[src/rtl/imm_encoder.sv]
// imm_encoder: two-stage RV32I instruction encoder with range checking and saturating handshake counters.
module imm_encoder (
    input  logic        clk,
    input  logic        rstn,
    input  logic        in_valid,
    output logic        in_ready,
    input  logic [6:0]  in_opcode,
    input  logic [4:0]  in_rd,
    input  logic [4:0]  in_rs1,
    input  logic [4:0]  in_rs2,
    input  logic [2:0]  in_funct3,
    input  logic [6:0]  in_funct7,
    input  logic [31:0] in_imm,
    input  logic        cnt_clr,
    output logic        out_valid,
    input  logic        out_ready,
    output logic [31:0] out_inst,
    output logic        out_err,
    output logic [15:0] inst_count,
    output logic [15:0] err_count
);
    localparam logic [6:0] OP_LOAD = 7'b0000011, OP_IMM = 7'b0010011, OP_JALR = 7'b1100111,
                           OP_STORE = 7'b0100011, OP_BRANCH = 7'b1100011, OP_JAL = 7'b1101111,
                           OP_AUIPC = 7'b0010111, OP_LUI = 7'b0110111, OP_OP = 7'b0110011;
    localparam logic [31:0] NOP = 32'h0000_0013;

    logic signed [31:0] imm_s;
    logic               in_ok, s2_load, hs;
    logic               s1_valid_q, s1_ok_q;
    logic [6:0]         s1_op_q, s1_f7_q;
    logic [4:0]         s1_rd_q, s1_rs1_q, s1_rs2_q;
    logic [2:0]         s1_f3_q;
    logic [31:0]        s1_imm_q;
    logic               out_valid_q, out_err_q, out_err_d;
    logic [31:0]        out_inst_q, out_inst_d;
    logic [15:0]        inst_cnt_q, inst_cnt_d, err_cnt_q, err_cnt_d;

    assign imm_s     = in_imm;
    assign s2_load   = !out_valid_q || out_ready;
    assign in_ready  = !s1_valid_q || s2_load;
    assign hs        = out_valid_q && out_ready;

    // Range check runs on the full signed word so large values cannot alias into range.
    always_comb begin
        in_ok = 1'b0;
        case (in_opcode)
            OP_LOAD, OP_IMM, OP_JALR, OP_STORE: in_ok = imm_s >= -32'sd2048 && imm_s <= 32'sd2047;
            OP_BRANCH: in_ok = imm_s >= -32'sd4096 && imm_s <= 32'sd4094 && !in_imm[0];
            OP_JAL:    in_ok = imm_s >= -32'sd1048576 && imm_s <= 32'sd1048574 && !in_imm[0];
            OP_AUIPC, OP_LUI: in_ok = in_imm[11:0] == 12'd0;
            OP_OP:     in_ok = 1'b1;
            default:   in_ok = 1'b0;
        endcase
    end

    always_comb begin
        out_inst_d = NOP;
        out_err_d  = !s1_ok_q;
        if (s1_ok_q) begin
            case (s1_op_q)
                OP_LOAD, OP_IMM, OP_JALR:
                    out_inst_d = {s1_imm_q[11:0], s1_rs1_q, s1_f3_q, s1_rd_q, s1_op_q};
                OP_STORE:
                    out_inst_d = {s1_imm_q[11:5], s1_rs2_q, s1_rs1_q, s1_f3_q, s1_imm_q[4:0], s1_op_q};
                OP_BRANCH:
                    out_inst_d = {s1_imm_q[12], s1_imm_q[10:5], s1_rs2_q, s1_rs1_q, s1_f3_q,
                                  s1_imm_q[4:1], s1_imm_q[11], s1_op_q};
                OP_JAL:
                    out_inst_d = {s1_imm_q[20], s1_imm_q[10:1], s1_imm_q[11], s1_imm_q[19:12], s1_rd_q, s1_op_q};
                OP_AUIPC, OP_LUI:
                    out_inst_d = {s1_imm_q[31:12], s1_rd_q, s1_op_q};
                OP_OP:
                    out_inst_d = {s1_f7_q, s1_rs2_q, s1_rs1_q, s1_f3_q, s1_rd_q, s1_op_q};
                default: out_inst_d = NOP;
            endcase
        end
    end

    assign inst_cnt_d = cnt_clr ? 16'd0 : (hs && inst_cnt_q != 16'hFFFF) ? inst_cnt_q + 16'd1 : inst_cnt_q;
    assign err_cnt_d  = cnt_clr ? 16'd0 : (hs && out_err_q && err_cnt_q != 16'hFFFF) ? err_cnt_q + 16'd1 : err_cnt_q;

    always_ff @(posedge clk or negedge rstn) begin
        if (!rstn) begin
            s1_valid_q  <= 1'b0;
            s1_ok_q     <= 1'b0;
            s1_op_q     <= '0;
            s1_rd_q     <= '0;
            s1_rs1_q    <= '0;
            s1_rs2_q    <= '0;
            s1_f3_q     <= '0;
            s1_f7_q     <= '0;
            s1_imm_q    <= '0;
            out_valid_q <= 1'b0;
            out_inst_q  <= '0;
            out_err_q   <= 1'b0;
            inst_cnt_q  <= '0;
            err_cnt_q   <= '0;
        end else begin
            if (in_ready) begin
                s1_valid_q <= in_valid;
                if (in_valid) begin
                    s1_ok_q  <= in_ok;
                    s1_op_q  <= in_opcode;
                    s1_rd_q  <= in_rd;
                    s1_rs1_q <= in_rs1;
                    s1_rs2_q <= in_rs2;
                    s1_f3_q  <= in_funct3;
                    s1_f7_q  <= in_funct7;
                    s1_imm_q <= in_imm;
                end
            end
            if (s2_load) begin
                out_valid_q <= s1_valid_q;
                if (s1_valid_q) begin
                    out_inst_q <= out_inst_d;
                    out_err_q  <= out_err_d;
                end
            end
            inst_cnt_q <= inst_cnt_d;
            err_cnt_q  <= err_cnt_d;
        end
    end

    assign out_valid  = out_valid_q;
    assign out_inst   = out_inst_q;
    assign out_err    = out_err_q;
    assign inst_count = inst_cnt_q;
    assign err_count  = err_cnt_q;
endmodule

[config.mk]
export PLATFORM = sky130hd
export DESIGN_NAME = imm_encoder
export DESIGN_NICKNAME = d
export VERILOG_FILES = /design/src/rtl/imm_encoder.sv
export SDC_FILE = /design/constraint.sdc
export NUM_CORES = 1
export LEC_CHECK = 0
export BUFFER_PORTS_ARGS = -buffer_cell sky130_fd_sc_hd__buf_2
export CORE_MARGIN = 1.5
export CORE_UTILIZATION = 25
export DETAILED_ROUTE_END_ITERATION = 16
export MAX_ROUTING_LAYER = met4
export SYNTH_ARGS = -nofsm -noshare
export SYNTH_HDL_FRONTEND = slang
export SYNTH_SLANG_ARGS = --single-unit
export TNS_END_PERCENT = 20
[constraint.sdc]
create_clock -name clk -period 1.52 [get_ports clk]
set_clock_uncertainty 0.05 [all_clocks]
set_input_delay 0.076 -clock clk [delete_from_list [all_inputs] [get_ports clk]]
set_output_delay 0.076 -clock clk [all_outputs]
set_load 0.05 [all_outputs]
# Word level (Yosys, flattened, before mapping)

Index checks and enable logic that the tools add are counted.

Muxes and demuxes: 7
Add/sub/neg operators: 2
Eq/ne operators: 20
Reductions and logical operators: 24
Magnitude comparators: 6

Operators by type and width:

| operator                | number |
|---|---|
| $pmux W32 S6            | 1 |
| $mux W16                | 4 |
| $eq A7 B6 Y1 const B    | 6 |
| $eq A7 B7 Y1 const B    | 6 |
| $add A16 B1 Y16 const B | 2 |
| $ge A32 B12 Y1 const B  | 1 |
| $ge A32 B13 Y1 const B  | 1 |
| $ge A32 B21 Y1 const B  | 1 |
| $le A32 B12 Y1 const B  | 1 |
| $le A32 B13 Y1 const B  | 1 |
| $le A32 B21 Y1 const B  | 1 |
| $mux W32                | 1 |
| $ne A16 B16 Y1 const B  | 2 |
| $eq A7 B5 Y1 const B    | 4 |
| $eq A7 B2 Y1 const B    | 2 |
| $logic_not A12 Y1       | 1 |
| $logic_and A1 B1 Y1     | 9 |
| $pmux W1 S5             | 1 |
| $logic_not A1 Y1        | 4 |
| $reduce_and A2 Y1       | 2 |
| $reduce_bool A2 Y1      | 2 |
| $reduce_or A2 Y1        | 2 |
| $reduce_or A4 Y1        | 1 |
| $reduce_or A3 Y1        | 1 |
| $logic_or A1 B1 Y1      | 2 |

Logic and storage cells: 73
Output and inout port bits: 67
Input bits: 69
Register bits after elaboration: 132

# Longest topological paths before layout

Word-level depth: 5
Depth in mapped cells: 8
Gate-level depth less buffers: 7

# Worst setup path after synthesis

Ideal clock, no wire load.

Path kind: reg-to-reg
Start point: register out_valid_q (netlist: out_valid)
End point: register s1_f7_q[0]
Required time: 1.345 ns
Slack: -0.976 ns
Setup time: 0.125 ns
Buffers on the path: 2
Arrival: 2.322 ns
Period minus slack after synthesis: 2.496 ns
Stages on the path, launching flop included: 6
Cells stage by stage: dfrtp_1 -> nand3b_1 -> nand2_1 -> buf_2 -> buf_2 -> mux2_2

Word-level cells in the longest chain between the ends: 4

Ends and longest elaborated chain:

| element                     | line | text |
|---|---|---|
| start, declared             | 34   | `logic out_valid_q, out_err_q, out_err_d;` |
| start signal, assigned      | 113  | `out_valid_q <= s1_valid_q;` |
| $logic_not A1 Y1            | 39   | `assign s2_load = !out_valid_q \|\| out_ready;` |
| $logic_or A1 B1 Y1          | 39   |  |
| $logic_or A1 B1 Y1          | 40   | `assign in_ready = !s1_valid_q \|\| s2_load;` |
| via in_ready                | 6    | `output logic in_ready,` |
| $reduce_and A2 Y1 (no line) | n/a  |  |
| end signal, assigned        | 108  | `s1_f7_q <= in_funct7;` |
| end, declared               | 30   | `logic [6:0] s1_op_q, s1_f7_q;` |

The timed path passes the listed nets, and every way through them passes these cells.
A chain may end at the register's enable or synchronous reset.

# Final worst setup path

Start point: register inst_cnt_q[4] (netlist: inst_count[4])
End point: register inst_cnt_q[11] (netlist: inst_count[11])

Word-level cells in the longest chain between the ends: 3
Elaborated cells on any way between the ends: 6
Classes of those cells: add/sub (1); eq/ne (1); mux (2); reduce/logical (2)

Ends and longest elaborated chain:

| element                                                  | line | text |
|---|---|---|
| start, declared                                          | 36   | `logic [15:0] inst_cnt_q, inst_cnt_d, err_cnt_q, err_cnt_d;` |
| start signal, assigned                                   | 119  | `inst_cnt_q <= inst_cnt_d;` |
| $add A16 B1 Y16 / $ne A16 B16 Y1 (equally long branches) | 79   | `assign inst_cnt_d = cnt_clr ? 16'd0 : (hs && inst_cnt_q != 16'hFFFF) ? inst_cnt_q + 16'd1 : inst_cnt_q;` |
| $mux W16 / $logic_and A1 B1 Y1 (equally long branches)   | 79   |  |
| $mux W16 / $reduce_bool A2 Y1 (equally long branches)    | n/a  |  |

Parallel ways exist; a longest one is shown, timed or not. The select of a mux whose other input is x is not followed.

==> impl_metrics.yaml <==
status:
  status: "finished, violations left"
  violations: "setup timing"
global_route:
  overflow: 0
  track_usage_pct: 15.5
  antenna_found_initial: 0
  grt_pass1_wl_mm: 30.0
  grt_max_degree: 64
  grt_pass1_vias: 5562
critical_path:
  crit_path_end_kind: "flop"
  required_ns: 1.74
  crit_type: "reg2reg"
  worstPathArrival_ns: 1.97
  crit_path_max_fanout: 5
  startpoint_type: "flop"
cts:
  clk_transition_reported_paths_ns: 0.06
  cts_buffers: 17
  cts_tree: "done"
  root_buffer: "clkbuf_16"
  h-tree-depth: 4
  clock_latency_ns: 0.42
  cts_buffer_depth: 2
  cts.sinks: 132
logic_synthesis:
  avgSynthCellArea_um2: 11.3
  seq_area_frac_synth_pct: 53.9
  yosys_warnings: 0
  syn_inst: 541
  synth-async-reset-ratio_pct: 100
  synth_flop_cell: "dfrtp_1"
  synthesis.nets: 612
  synth.distinct_cells: 56
  synth_seq_cells: 132
  syn_area_um2: 6130
  synth-edff-count: 0
timing:
  fin_crit_sh_pct: 115
  holdWs_ns: 0.0309
  rsz0062_at_grt: "true"
  worst_pin_slew_ns: 0.606
  fin_ws_ns: -0.229
  slew_headroom_pct: 59.6
  finalHoldViolCount: 0
  finalSetupViolations: 85
  slew_violations: 0
  tns_ns: -6.73
  maxClockFrequency_ghz: 0.572
  fin_crit_ns: 1.75
final_layout:
  drive_gt1_share_pct: 49.9
  finalNetCount: 937
  regArea_um2: 3310
  utilization_pct: 41.3
  area_delta_synth_final_pct: 63.1
  mostFrequentLayoutCells: "buf_2 (133), dfrtp_1 (128), buf_4 (98), dlygate4sd3_1 (66), nand2_1 (51)"
  final_cell_area_um2: 9990
  instances_no_fill: 1203
  final_common_cell: "buf_2"
  antenna_cells: 0
  multiInputGateArea_um2: 3200
  layout.filler_cells: 2300
routing:
  drt-total-wl_mm: 18.8
  vias: 5537
  drt_iter0_markers: 249
  firstDrtPassIters: 5
  viasPerCell: 4.60
  antenna_left: 0
  drc_errors: 0
  wl_per_cell_um: 15.6
placement:
  pre_cts_ws_ns: -0.304
  dp_hpwl_mm: 13.0
  io_buffers: 135
  placed_area_um2: 7990
  gp_congestion: 0.848
  dp.cells: 1079
power:
  ir_drop_mv: 0.541
  totalPowerFinal_mw: 9.89
  cellLeakagePower_nw: 4.58
  p_per_area_nw_per_um2: 989
run:
  maxCapViolations: 0
floorplan:
  die_w_um: 160
  io_pins: 136
  start_util_pct: 25.3
  core_um2: 24200
  rows: 57
  fp.dieArea_um2: 25500
  die_h_um: 160
min_path:
  hp-class: "in2reg"
[path summary, 6_finish.rpt]
| path | start | endpoint | slack [ns] | cells after the start |
|---|---|---|---|---|
| worst max-delay path | inst_count[4] | inst_count[11] | -0.23 | 6 |
| worst min-delay path | in_imm[31] | s1_imm_q[31] | 0.03 | 3 |
| worst max register to register | inst_count[4] | inst_count[11] | -0.23 | 6 |
| worst min register to register | out_inst[1] | out_inst[1] | 0.41 | 1 |
| max in group asynchronous | rstn | err_count[7] | 0.66 | 3 |
| min in group asynchronous | rstn | err_count[0] | 0.15 | 3 |
[area by class of cell]
type	instances	area share (%)
Clock buffer	19	4.43
Tap cell	324	4.06
Timing Repair Buffer	327	24.8
Clock inverter	13	1.49
Multi-Input combinational cell	386	32.1
Sequential cell	132	33.1
Inverter	2	0.0751
[per-layer routing]
| layer | vias to the layer above | GRT usage, % | part of all wire (%) |
|---|---|---|---|
| met5 | - | - | 0 |
| met4 | 0 | 5.45 | 1.6 |
| met3 | 23 | 3.28 | 4.3 |
| met2 | 155 | 23.4 | 48 |
| met1 | 2719 | 20.4 | 47 |
| li1 | 2640 | - | - |
[synth_stat cells (3+ instances only)]
library cell	count	share of area, %
and3_1	5	0.51
a211oi_1	3	0.37
nand3_1	17	1.4
and4_1	3	0.43
nor2b_1	4	0.41
nor3_1	5	0.41
dfrtp_1	132	54
xnor2_1	8	1.1
a222oi_1	10	1.6
buf_2	11	0.90
o21ai_1	10	0.82
nor4_1	7	0.71
mux2i_1	3	0.49
clkbuf_1	8	0.49
nand2_1	57	3.5
o21ai_0	27	2.2
nand4_1	17	1.7
nor3b_2	4	0.82
a21oi_2	3	0.43
nor2_1	46	2.8
a21oi_1	13	1.1
nand2b_1	8	0.82
a22oi_1	13	1.6
mux2_2	64	12
o21bai_1	3	0.37
xor2_1	19	2.7
[critical path, cell delays in order, from the launching register on]
cell and delay [ns]:
dfrtp_1 0.41, and3_4 0.17, and3_4 0.20, a2111oi_4 0.42, nand3_1 0.16, xor2_1 0.16
nor2_1 0.05
[timing repair]
action                                  in CTS  in global routing
endpoints found under the setup margin      95                120
hold buffers                                66                  0
resized for setup                           64                 66
pin swaps                                   30                 38
gates cloned                                 1                  0
endpoints found under the hold margin      197                  0
buffers inserted                             9                 17
[power by group]
part / total, mW / switching, mW / internal, mW
Clock: 4.14 / 1.65 / 2.49
Sequential: 4.02 / 0.233 / 3.79
Combinational: 1.73 / 0.786 / 0.944
[flip-flops by register name, summed over array words and instances (netlist names)]
name and count:
err_count 16, inst_count 16, out_err 1, out_inst 32, out_valid 1, s1_f3_q 3
s1_f7_q 7, s1_imm_q 32, s1_ok_q 1, s1_op_q 7, s1_rd_q 5, s1_rs1_q 5
s1_rs2_q 5, s1_valid_q 1
[kinds of logic after synthesis]
family	synth area share, %
AO/OA/AOI/OAI	10.9
XOR/XNOR	3.86
adder cells (fa/ha/maj)	0.408
buffers and inverters	1.76
flip-flops	53.9
multiplexers	12.2
AND/OR/NAND/NOR	16.9
Note: power is estimated with default switching activity, not from simulation.
